### config.mk
export PLATFORM = sky130hd
export DESIGN_NAME = tc_pl_cap_autorange
export DESIGN_NICKNAME = d
export VERILOG_FILES = /design/src/rtl/tc_pl_cap_autorange.sv
export SDC_FILE = /design/constraint.sdc
export NUM_CORES = 1
export LEC_CHECK = 0
export CAP_MARGIN = 20
export CELL_PAD_IN_SITES_DETAIL_PLACEMENT = 1
export CELL_PAD_IN_SITES_GLOBAL_PLACEMENT = 1
export CORE_ASPECT_RATIO = 1.4
export CORE_UTILIZATION = 41
export CTS_CLUSTER_SIZE = 10
export DETAILED_ROUTE_END_ITERATION = 12
export GPL_TIMING_DRIVEN = 0
export PLACE_DENSITY_LB_ADDON = 0.15
export SLEW_MARGIN = 20
export SYNTH_ARGS = -nofsm -noshare
export SYNTH_HDL_FRONTEND = slang
export SYNTH_SLANG_ARGS = --single-unit
### constraint.sdc
create_clock -name clk -period 6.2 [get_ports clk]
set_input_delay 1.24 -clock clk [delete_from_list [all_inputs] [get_ports clk]]
set_output_delay 1.24 -clock clk [all_outputs]
set_load 0.05 [all_outputs]
### src/rtl/tc_pl_cap_autorange.sv
// tc_pl_cap_autorange
//   Auto-ranging controller for the capture gain chain. Watches the raw ADC
//   stream, picks one of 2**GAIN_W gain codes, drives the gain stage through
//   the gain_value/gain_en/gain_cmpt handshake, waits out analog settling,
//   then measures a peak window and decides whether to step, lock or fail.
//
//   Optional build macro: CAP_AUTORANGE_TRACK_EN
//     defined   -> windows keep being measured in LOCK; a window whose peak
//                  exceeds hi_th (with headroom to step down) re-opens ranging.
//     undefined -> LOCK is static until start or abort.
//
// Ports
//   clk, rst              clock, synchronous active-high reset
//   start, abort          run control pulses (abort wins)
//   init_gain             first gain code of each run
//   hi_th, lo_th          peak magnitude thresholds
//   win_len               valid samples per window (0 acts as 1)
//   settle_len            settle cycles after gain_cmpt (0 acts as 1)
//   cmpt_to               gain_cmpt timeout in cycles
//   adc_data, adc_valid   signed sample stream
//   gain_value, gain_en   gain request to the gain stage
//   gain_cmpt             completion pulse from the gain stage
//   busy                  run in progress
//   range_lock, range_err run outcome
//   peak_out              peak magnitude of the last completed window
module tc_pl_cap_autorange #(
  parameter int ADC_W    = 16,
  parameter int GAIN_W   = 2,
  parameter int CNT_W    = 24,
  parameter int MAX_ITER = 8
) (
  input  logic                    clk,
  input  logic                    rst,
  input  logic                    start,
  input  logic                    abort,
  input  logic [GAIN_W-1:0]       init_gain,
  input  logic [ADC_W-2:0]        hi_th,
  input  logic [ADC_W-2:0]        lo_th,
  input  logic [CNT_W-1:0]        win_len,
  input  logic [CNT_W-1:0]        settle_len,
  input  logic [CNT_W-1:0]        cmpt_to,
  input  logic signed [ADC_W-1:0] adc_data,
  input  logic                    adc_valid,
  output logic [GAIN_W-1:0]       gain_value,
  output logic                    gain_en,
  input  logic                    gain_cmpt,
  output logic                    busy,
  output logic                    range_lock,
  output logic                    range_err,
  output logic [ADC_W-2:0]        peak_out
);

  localparam logic [2:0] S_IDLE   = 3'd0;
  localparam logic [2:0] S_REQ    = 3'd1;
  localparam logic [2:0] S_WAIT   = 3'd2;
  localparam logic [2:0] S_SETTLE = 3'd3;
  localparam logic [2:0] S_MEAS   = 3'd4;
  localparam logic [2:0] S_DEC    = 3'd5;
  localparam logic [2:0] S_LOCK   = 3'd6;
  localparam logic [2:0] S_ERR    = 3'd7;

  localparam int IT_W = (MAX_ITER < 1) ? 1 : $clog2(MAX_ITER + 1);
  localparam logic [IT_W-1:0]   IT_MAX   = IT_W'(MAX_ITER);
  localparam logic [IT_W-1:0]   IT_ONE   = 1;
  localparam logic [CNT_W-1:0]  CNT_ONE  = 1;
  localparam logic [GAIN_W-1:0] G_ONE    = 1;
  localparam logic [GAIN_W-1:0] G_MAX    = '1;
  localparam logic [ADC_W-2:0]  MAG_ONE  = 1;
  localparam logic [ADC_W-1:0]  ADC_MIN  = {1'b1, {(ADC_W-1){1'b0}}};

  logic [2:0]        state;
  logic [CNT_W-1:0]  tcnt, scnt, wcnt;
  logic [IT_W-1:0]   iter;
  logic [ADC_W-2:0]  peak, neg, mag, peak_nxt;
  logic              win_done, step_dn, step_up, go;

  // |x| fits in ADC_W-1 bits for every x except the most negative code,
  // so the low bits of the two's complement are enough; that code saturates.
  always_comb begin
    neg = ~adc_data[ADC_W-2:0] + MAG_ONE;
    if (adc_data == ADC_MIN)   mag = '1;
    else if (adc_data[ADC_W-1]) mag = neg;
    else                        mag = adc_data[ADC_W-2:0];
  end

  assign peak_nxt = (mag > peak) ? mag : peak;
  // ">=" makes win_len == 0 behave as a one-sample window.
  assign win_done = adc_valid && ((wcnt + CNT_ONE) >= win_len);
  // hi test first so overlapping thresholds resolve toward lower gain.
  assign step_dn  = (peak > hi_th) && (gain_value != '0);
  assign step_up  = (peak < lo_th) && (gain_value != G_MAX);
  assign go       = start && (state == S_IDLE || state == S_LOCK || state == S_ERR);

  assign gain_en  = (state == S_REQ) && !abort;
  assign busy     = !(state == S_IDLE || state == S_LOCK || state == S_ERR);

  always_ff @(posedge clk) begin
    if (rst) begin
      state      <= S_IDLE;
      tcnt       <= '0;
      scnt       <= '0;
      wcnt       <= '0;
      iter       <= '0;
      peak       <= '0;
      peak_out   <= '0;
      gain_value <= '0;
      range_lock <= 1'b0;
      range_err  <= 1'b0;
    end else if (abort) begin
      state      <= S_IDLE;
      range_lock <= 1'b0;
      range_err  <= 1'b0;
    end else if (go) begin
      state      <= S_REQ;
      gain_value <= init_gain;
      iter       <= '0;
      range_lock <= 1'b0;
      range_err  <= 1'b0;
    end else begin
      case (state)
        S_REQ: begin
          tcnt  <= '0;
          state <= S_WAIT;
        end
        S_WAIT: begin
          // completion beats a simultaneous timeout
          if (gain_cmpt) begin
            scnt  <= '0;
            state <= S_SETTLE;
          end else if ((tcnt + CNT_ONE) >= cmpt_to) begin
            range_err <= 1'b1;
            state     <= S_ERR;
          end else begin
            tcnt <= tcnt + CNT_ONE;
          end
        end
        S_SETTLE: begin
          if ((scnt + CNT_ONE) >= settle_len) begin
            peak  <= '0;
            wcnt  <= '0;
            state <= S_MEAS;
          end else begin
            scnt <= scnt + CNT_ONE;
          end
        end
        S_MEAS: begin
          if (adc_valid) begin
            peak <= peak_nxt;
            wcnt <= wcnt + CNT_ONE;
            if (win_done) begin
              peak_out <= peak_nxt;
              state    <= S_DEC;
            end
          end
        end
        S_DEC: begin
          if (step_dn || step_up) begin
            gain_value <= step_dn ? gain_value - G_ONE : gain_value + G_ONE;
            if (iter == IT_MAX) begin
              range_err <= 1'b1;
              state     <= S_ERR;
            end else begin
              iter  <= iter + IT_ONE;
              state <= S_REQ;
            end
          end else begin
            range_lock <= 1'b1;
            peak       <= '0;
            wcnt       <= '0;
            state      <= S_LOCK;
          end
        end
`ifdef CAP_AUTORANGE_TRACK_EN
        S_LOCK: begin
          // keep watching for overload; low-signal windows never step
          if (adc_valid) begin
            peak <= win_done ? '0 : peak_nxt;
            wcnt <= win_done ? '0 : wcnt + CNT_ONE;
            if (win_done) begin
              peak_out <= peak_nxt;
              if ((peak_nxt > hi_th) && (gain_value != '0)) begin
                range_lock <= 1'b0;
                gain_value <= gain_value - G_ONE;
                iter       <= '0;
                state      <= S_REQ;
              end
            end
          end
        end
`else
        S_LOCK: ;
`endif
        S_IDLE, S_ERR: ;
        default: state <= S_IDLE;
      endcase
    end
  end

endmodule

==> metrics.md, run 1 <==
| Metric | Value |
|---|---|
| Instance count after placement with tap cells included | `1604` |
| Number of resized instances in the post-cts repair step | `0` |
| Clock tree from TritonCTS | `built` |
| Post-synth top flop | `sky130_fd_sc_hd__dfxtp_1` |
| Register-to-register setup slack | `0.93 ns` |
| Worst r2r path cells | `15` |
| Worst setup slack after layout | `0.7398 ns` |
| Layout cells sized above 1 | `4.634%` |
| Commonest cells post-synth | `sky130_fd_sc_hd__inv_1 (128), sky130_fd_sc_hd__ha_1 (122), sky130_fd_sc_hd__dfxtp_1 (113), sky130_fd_sc_hd__a21oi_1 (87), sky130_fd_sc_hd__nand2_1 (85)` |
| Final Hold Vio Count | `0` |
| Critical Path Most Common Cell | `sky130_fd_sc_hd__ha_1` |
| Detailed-route wire length on metal 1 | `11700 um` |
| Top area cells in the synthesized netlist | `sky130_fd_sc_hd__dfxtp_1 (24%), sky130_fd_sc_hd__ha_1 (16%), sky130_fd_sc_hd__inv_1 (5.2%), sky130_fd_sc_hd__a21oi_1 (4.7%), sky130_fd_sc_hd__xnor2_1 (3.7%)` |
| Initial Utilization | `42.10%` |
| Most frequent cell after synthesis | `sky130_fd_sc_hd__inv_1` |
| Synthesized netlist cell count | `1163` |
| Average wire length per cell after detail routing | `17.05 um` |
| Number of nets produced by synthesis | `1411` |
| Total clock sinks | `113` |
| Placeable core region | `0.02202 mm^2` |
| Highest layer used for signal routing | `met5` |
| RSZ-0062 raised after global routing | `no` |
| Fraction of synthesized cell area taken by the top area cell type | `24.40%` |
| Met3 layer wire length in the routed design | `892 um` |
| Global-route wire length before repair | `45680 um` |
| Headroom to the max-slew limit | `44.65%` |
| Aggregate negative setup slack | `0 ns` |
| Result of the run | `finished, final reports clean` |
| Pin count of the biggest net entering global routing | `17` |
| Leftover overflow at the end of global routing | `0` |
| Pre-antenna DRT Iters | `4` |
| Die X-Extent | `129.1 um` |
| Mean cell area of the mapped netlist | `7.972 um^2` |
| Period utilisation layout | `88.07%` |
| Endpoint class of the critical path | `flop` |
| Number of buffers between clock root and the deepest sink | `2` |
| Portion of the post-synthesis area used by sequential elements | `24.40%` |
| Full die area | `0.02323 mm^2` |
| Synthesized area | `0.009271 mm^2` |
| Total length of routed met2 wires | `14570 um` |
| Overall global routing resource usage | `24.81%` |
| Slowest stage cell, crit path | `sky130_fd_sc_hd__or4_4` |
| Drt drc | `0` |
| Count of hold buffers inserted by post-cts repair | `0` |
| Non-filler instance count after layout | `1635` |
| Stage delay of the slowest cell on the critical path | `0.44 ns` |
| Detail Placement HPWL | `21960 um` |
| Die extent in y | `179.9 um` |
| Wirelength, routed | `27880 um` |
| Category of the worst setup path launch point | `input port` |
| Final total power | `0.002087 W` |
| Vias in the first global route | `9473` |
| Cell area after placement | `0.01109 mm^2` |
| Antenna diode instance count | `0` |
| Endpoints failing setup | `0` |
| Lkg Pwr | `5.199 nW` |
| Data required time at the worst endpoint | `6.57 ns` |
| Syn-to-layout area delta | `26.55%` |
| Kind of critical path | `in -> reg` |
| Most area-hungry cell type in the Yosys netlist | `sky130_fd_sc_hd__dfxtp_1` |
| Total of flip-flops plus latches after synthesis | `113` |
| Clk slew on worst S/H paths | `0.05 ns` |
| Weighted congestion reported at the end of routability-driven placement | `0.8119` |
| Via-to-Cell Ratio | `5.633` |
| Hold/Removal Path Class | `reg -> reg` |
| Maximum level of the CTS H-tree | `4` |
| IR Drop Worst-Case VDD | `0.1702 mV` |
| Ports placed on the boundary | `147` |
| Yosys warning total | `0` |
| Netlist cell types | `81` |
| CP Data Arrival Time | `5.83 ns` |
| Ordered list of cells on the worst path | `clkdlybuf4s50_1 > inv_1 > ha_1 > or3b_1 > or4_4 > or3_1 > a21oi_1 > a31oi_1 > ha_1 > a21o_1 > a211oi_1 > o211ai_1 > a2111oi_4 > o31ai_1 > a31oi_2 > buf_2 > a22o_1` |
| Port buffer count | `144` |
| Number of cells on the worst hold path | `1` |
| Worst Tran Pin Value | `0.8093 ns` |
| Count of flip-flops with a built-in enable after synthesis | `0` |
| Max Cap Viol | `0` |
| Highest attainable clock frequency | `183.1 MHz` |
| Maximum fanout along the worst path | `10` |
| Number of antenna violations at the first check in global routing | `1` |
| Buffer type at the clock tree root | `sky130_fd_sc_hd__clkbuf_16` |
| Max Clock Skew | `0.007323 ns` |
| Placement-stage worst setup slack | `0.3272 ns` |
| Max-slew violations | `0` |
| Number of rows created at floorplan | `64` |
| Later-pin clock latency in the skew report | `0.43 ns` |
| Total CTS buffers | `17` |
| Post-route cell area | `0.01173 mm^2` |
| Post-synth ARST share | `0%` |
| Final layout net count | `1574` |
| Pwr dens | `177.9 mW/mm^2` |
| Starting DRC count in detailed routing | `342` |
| Tmin final | `5.460 ns` |
| Total number of vias | `9210` |
| Antenna-violating nets left | `0` |
| Setup repair bufs after CTS | `0` |
==> sequential cells by signal, summed over array words and instances (netlist names) <==
| name | count |
|---|---|
| range_err | 1 |
| gain_value | 2 |
| wcnt | 24 |
| range_lock | 1 |
| tcnt | 24 |
| state | 3 |
| peak_out | 15 |
| iter | 4 |
| scnt | 24 |
| peak | 15 |
==> cell type report <==
cell class | count | area, um^2
plain buffers | 43 | 183.9
well taps | 297 | 371.6
clock inverters | 11 | 185.2
flip-flops and latches | 113 | 2262
inverters | 129 | 484.2
repair buffers | 144 | 1441
clock buffers | 20 | 456.7
fillers | 2716 | 10290
multi-input cells | 878 | 6347
==> placed cells by master (no fill, tap or decap), types with 6 or more instances in the layout <==
master,n
sky130_fd_sc_hd__nor3_1,9
sky130_fd_sc_hd__o21ai_0,43
sky130_fd_sc_hd__xor2_1,36
sky130_fd_sc_hd__nand2b_1,13
sky130_fd_sc_hd__or3_1,10
sky130_fd_sc_hd__nand3b_1,6
sky130_fd_sc_hd__o31ai_1,19
sky130_fd_sc_hd__dfxtp_1,113
sky130_fd_sc_hd__clkbuf_16,17
sky130_fd_sc_hd__nor2_1,58
sky130_fd_sc_hd__xnor2_1,39
sky130_fd_sc_hd__o211ai_1,15
sky130_fd_sc_hd__a31oi_1,24
sky130_fd_sc_hd__and4_1,8
sky130_fd_sc_hd__clkdlybuf4s50_1,144
sky130_fd_sc_hd__nand4_1,32
sky130_fd_sc_hd__a21oi_1,87
sky130_fd_sc_hd__o41ai_1,9
sky130_fd_sc_hd__and2_1,11
sky130_fd_sc_hd__and3_1,28
sky130_fd_sc_hd__mux2i_1,17
sky130_fd_sc_hd__nand3_1,60
sky130_fd_sc_hd__a22o_1,24
sky130_fd_sc_hd__o2bb2ai_1,13
sky130_fd_sc_hd__a211oi_1,10
sky130_fd_sc_hd__ha_1,122
sky130_fd_sc_hd__a21o_1,14
sky130_fd_sc_hd__nor2b_1,7
sky130_fd_sc_hd__nand2_1,85
sky130_fd_sc_hd__inv_1,128
sky130_fd_sc_hd__buf_2,9
sky130_fd_sc_hd__clkbuf_1,31
==> layer usage <==
layer	vias to the layer above	GRT usage (%)
li1	4561	-
met5	-	0
met2	168	46.31
met4	2	8.659
met1	4437	27.65
met3	42	4.226
==> cell families (layout without fill, tap and decap cells) <==
kind of cell | Yosys count | in the layout | synth area share [%]
compound gates | 303 | 303 | 22.15
xor+xnor | 75 | 75 | 7.085
fa+ha+maj | 122 | 122 | 16.46
buf+inv | 172 | 347 | 7.206
flops | 113 | 113 | 24.40
mux | 19 | 19 | 2.078
simple gates | 359 | 359 | 20.62
==> power breakdown <==
part	switching, W	internal, W	leakage (nW)
combinational	0.000133	0.000134	3.98
sequential	0.00000297	0.000728	0.910
clock	0.000360	0.000728	0.312
total	0.000496	0.00159	5.20
==> path summary, 6_finish.rpt <==
| check | startpoint | endpoint |
|---|---|---|
| min | peak_out[9] | peak_out[9] |
| max | adc_data[0] | peak[8] |
| min reg2reg | peak_out[9] | peak_out[9] |
| max reg2reg | scnt[0] | wcnt[15] |
==> critical path, delay by kind of cell <==
family | cells | cell delay, ns
compound gates | 9 | 2.06
fa+ha+maj | 2 | 0.54
buf+inv | 3 | 0.81
simple gates | 3 | 1.17
==> stage by stage <==
step / hold slack (ns) / util [%]
6_report: 0.4622 / 53.28
5_1_grt: 0.4745 / 53.28
4_1_cts: 0.4691 / 53.28
3_5_place_dp: 0.4491 / 50.36
3_3_place_gp: 0.4492 / 50.34
2_1_floorplan: 0.4423 / -
(Power assumes the default switching activity.)
==> run 2, diff against run 1 <==
--- a/config.mk
+++ b/config.mk
@@ -12,7 +12,6 @@
 export CORE_UTILIZATION = 41
 export CTS_CLUSTER_SIZE = 10
 export DETAILED_ROUTE_END_ITERATION = 12
-export GPL_TIMING_DRIVEN = 0
 export PLACE_DENSITY_LB_ADDON = 0.15
 export SLEW_MARGIN = 20
 export SYNTH_ARGS = -nofsm -noshare
==> metrics.md, run 2 (same netlist as run 1, synthesis figures left out) <==
| Metric | Value |
|---|---|
| Result of the run | `finished, final reports clean (unchanged)` |
| Worst flop-to-flop path startpoint | `scnt[0] (unchanged)` |
| Kind of critical path | `in -> reg (unchanged)` |
| Number of rows created at floorplan | `64 (unchanged)` |
| Pin count of the biggest net entering global routing | `39 (was 17)` |
| Maximum fanout along the worst path | `16 (was 10)` |
| Aggregate negative setup slack | `0 ns (unchanged)` |
| Max Cap Viol | `0 (unchanged)` |
| Worst Tran Pin Value | `0.9809 ns (was 0.8093 ns)` |
| Number of buffers between clock root and the deepest sink | `2 (unchanged)` |
| Highest attainable clock frequency | `172.4 MHz (was 183.1 MHz)` |
| Cell family with most CP delay | `simple AND/OR/NAND/NOR gates (was compound AO/OA/AOI/OAI gates)` |
| Data required time at the worst endpoint | `6.56 ns (was 6.57 ns)` |
| Port buffer count | `146 (was 144)` |
| Detail Placement HPWL | `21000 um (was 21960 um)` |
| Cell area after placement | `0.01103 mm^2 (was 0.01109 mm^2)` |
| CP Data Arrival Time | `6.16 ns (was 5.83 ns)` |
| Hold/Removal Path Class | `reg -> reg (unchanged)` |
| Maximum level of the CTS H-tree | `4 (unchanged)` |
| Count of buffer and inverter cells on the critical path | `2 (was 3)` |
| Worst setup slack after layout | `0.3998 ns (was 0.7398 ns)` |
| Most used routing layer | `met2 (unchanged)` |
| Tmin final | `5.800 ns (was 5.460 ns)` |
| Weighted congestion reported at the end of routability-driven placement | `0.8216 (was 0.8119)` |
| Buffer type at the clock tree root | `sky130_fd_sc_hd__clkbuf_16 (unchanged)` |
| Pwr dens | `179.6 mW/mm^2 (was 177.9 mW/mm^2)` |
| Slowest stage cell, crit path | `sky130_fd_sc_hd__nor3_4 (was sky130_fd_sc_hd__or4_4)` |
| Worst Hold Launch | `peak_out[7] (was peak_out[9])` |
| Fraction of the core area covered by cells at the end of the flow | `53.05% (was 53.28%)` |
| Later-pin clock latency in the skew report | `0.42 ns (was 0.43 ns)` |
| Total CTS buffers | `17 (unchanged)` |
| Full die area | `0.02323 mm^2 (unchanged)` |
| Largest registers in the final layout | `scnt (24), tcnt (24), wcnt (24) (unchanged)` |
| Initial Utilization | `42.10% (unchanged)` |
| Commonest cells after routing, fill and taps aside | `sky130_fd_sc_hd__clkdlybuf4s50_1 (145), sky130_fd_sc_hd__inv_1 (128), sky130_fd_sc_hd__ha_1 (122) (was sky130_fd_sc_hd__clkdlybuf4s50_1 (144), sky130_fd_sc_hd__inv_1 (128), sky130_fd_sc_hd__ha_1 (122))` |
| Total clock sinks | `113 (unchanged)` |
| Global Route met2 Usage | `46.44% (was 46.31%)` |
| Post-route cell area | `0.01168 mm^2 (was 0.01173 mm^2)` |
| Global-route wire length before repair | `45970 um (was 45680 um)` |
| Grt met1 use | `27.37% (was 27.65%)` |
| Overall global routing resource usage | `24.62% (was 24.81%)` |
| Max Clock Skew | `0.01258 ns (was 0.007323 ns)` |
| Syn-to-layout area delta | `26.01% (was 26.55%)` |
| Source of the critical timing path | `adc_data[0] (unchanged)` |
| Drt drc | `0 (unchanged)` |
| Clock tree from TritonCTS | `built (unchanged)` |
| Die extent in y | `179.9 um (unchanged)` |
| Leftover overflow at the end of global routing | `0 (unchanged)` |
| Global-route track usage on met3 | `3.958% (was 4.226%)` |
| Setup repair bufs after CTS | `0 (unchanged)` |
| Vias in the first global route | `9641 (was 9473)` |
| Category of the worst setup path launch point | `input port (unchanged)` |
| Most common cell after layout, fill and taps aside | `sky130_fd_sc_hd__clkdlybuf4s50_1 (unchanged)` |
| Antenna-violating nets left | `0 (unchanged)` |
| Pre-antenna DRT Iters | `5 (was 4)` |
| Clk slew on worst S/H paths | `0.05 ns (about the same)` |
| Lkg Pwr | `5.193 nW (was 5.199 nW)` |
| Die X-Extent | `129.1 um (unchanged)` |
| Period utilisation layout | `93.55% (was 88.07%)` |
| Number of antenna violations at the first check in global routing | `0 (was 1)` |
| Final Hold Vio Count | `0 (unchanged)` |
| Layout cells sized above 1 | `5.111% (was 4.634%)` |
| Endpoint class of the critical path | `flop (unchanged)` |
| Endpoints failing setup | `0 (unchanged)` |
| Max-slew violations | `0 (unchanged)` |
| Number of resized instances in the post-cts repair step | `0 (unchanged)` |
| Average wire length per cell after detail routing | `17.00 um (was 17.05 um)` |
| Ports placed on the boundary | `147 (unchanged)` |
| Ordered list of cells on the worst path | `clkdlybuf4s50_1 > inv_1 > ha_1 > or3b_1 > or4_4 > or4b_4 > o21ai_0 > ha_1 > nand4_1 > nor2_1 > nand3_1 > o21ai_0 > nor3_4 > and2_1 > a22o_1 (was clkdlybuf4s50_1 > inv_1 > ha_1 > or3b_1 > or4_4 > or3_1 > a21oi_1 > a31oi_1 > ha_1 > a21o_1 > a211oi_1 > o211ai_1 > a2111oi_4 > o31ai_1 > a31oi_2 > buf_2 > a22o_1)` |
| Count of hold buffers inserted by post-cts repair | `0 (unchanged)` |
| RSZ-0062 raised after global routing | `no (unchanged)` |
| Via-to-Cell Ratio | `5.654 (was 5.633)` |
| Headroom to the max-slew limit | `34.39% (was 44.65%)` |
| Starting DRC count in detailed routing | `260 (was 342)` |
| Placeable core region | `0.02202 mm^2 (unchanged)` |
| Stage delay of the slowest cell on the critical path | `0.86 ns (was 0.44 ns)` |
| Placement-stage worst setup slack | `-0.1819 ns (was 0.3272 ns)` |
| Antenna diode instance count | `0 (unchanged)` |
| IR Drop Worst-Case VDD | `0.1813 mV (was 0.1702 mV)` |
| Final layout net count | `1547 (was 1574)` |
| Total number of vias | `9091 (was 9210)` |
| Wirelength, routed | `27330 um (was 27880 um)` |
## run 2: worst paths after layout
path,end,slack (ns),depth (start not counted)
hold reg to reg,peak_out[7],0.47,1
setup reg to reg,wcnt[9],1.01,15
setup / recovery,peak[8],0.40,15
hold / removal,peak_out[7],0.47,1
## run 2: layer usage
metal | share of wire [%] | vias up
li1 | - | 4502
met1 | 42 | 4409
met2 | 53 | 148
met3 | 2.9 | 32
met4 | 2.0 | 0
met5 | 0 | -
## run 2: layout make-up
type / count / area (um^2)
inverters: 129 / 484.2
repair buffers: 160 / 1562
fillers: 2681 / 10340
clock inverters: 10 / 181.4
multi-input cells: 878 / 6351
flip-flops and latches: 113 / 2262
clock buffers: 21 / 470.5
well taps: 297 / 371.6
## run 2: power breakdown
group | internal, W | switching (W) | leakage, nW | total [W]
registers | 0.000728 | 0.00000418 | 0.910 | 0.000732
logic | 0.000136 | 0.000132 | 3.96 | 0.000268
clock network | 0.000741 | 0.000356 | 0.319 | 0.00110
total | 0.00161 | 0.000493 | 5.19 | 0.00210
## run 2: metrics by stage
stage          cells  power [W]  hold slack [ns]
6_report        1608   0.002098           0.4670
2_1_floorplan   1163  0.0008825           0.4423
3_5_place_dp    1577   0.001016           0.4508
3_3_place_gp    1577   0.001007           0.4476
5_1_grt         1608   0.002176           0.4821
4_1_cts         1608   0.002121           0.4694
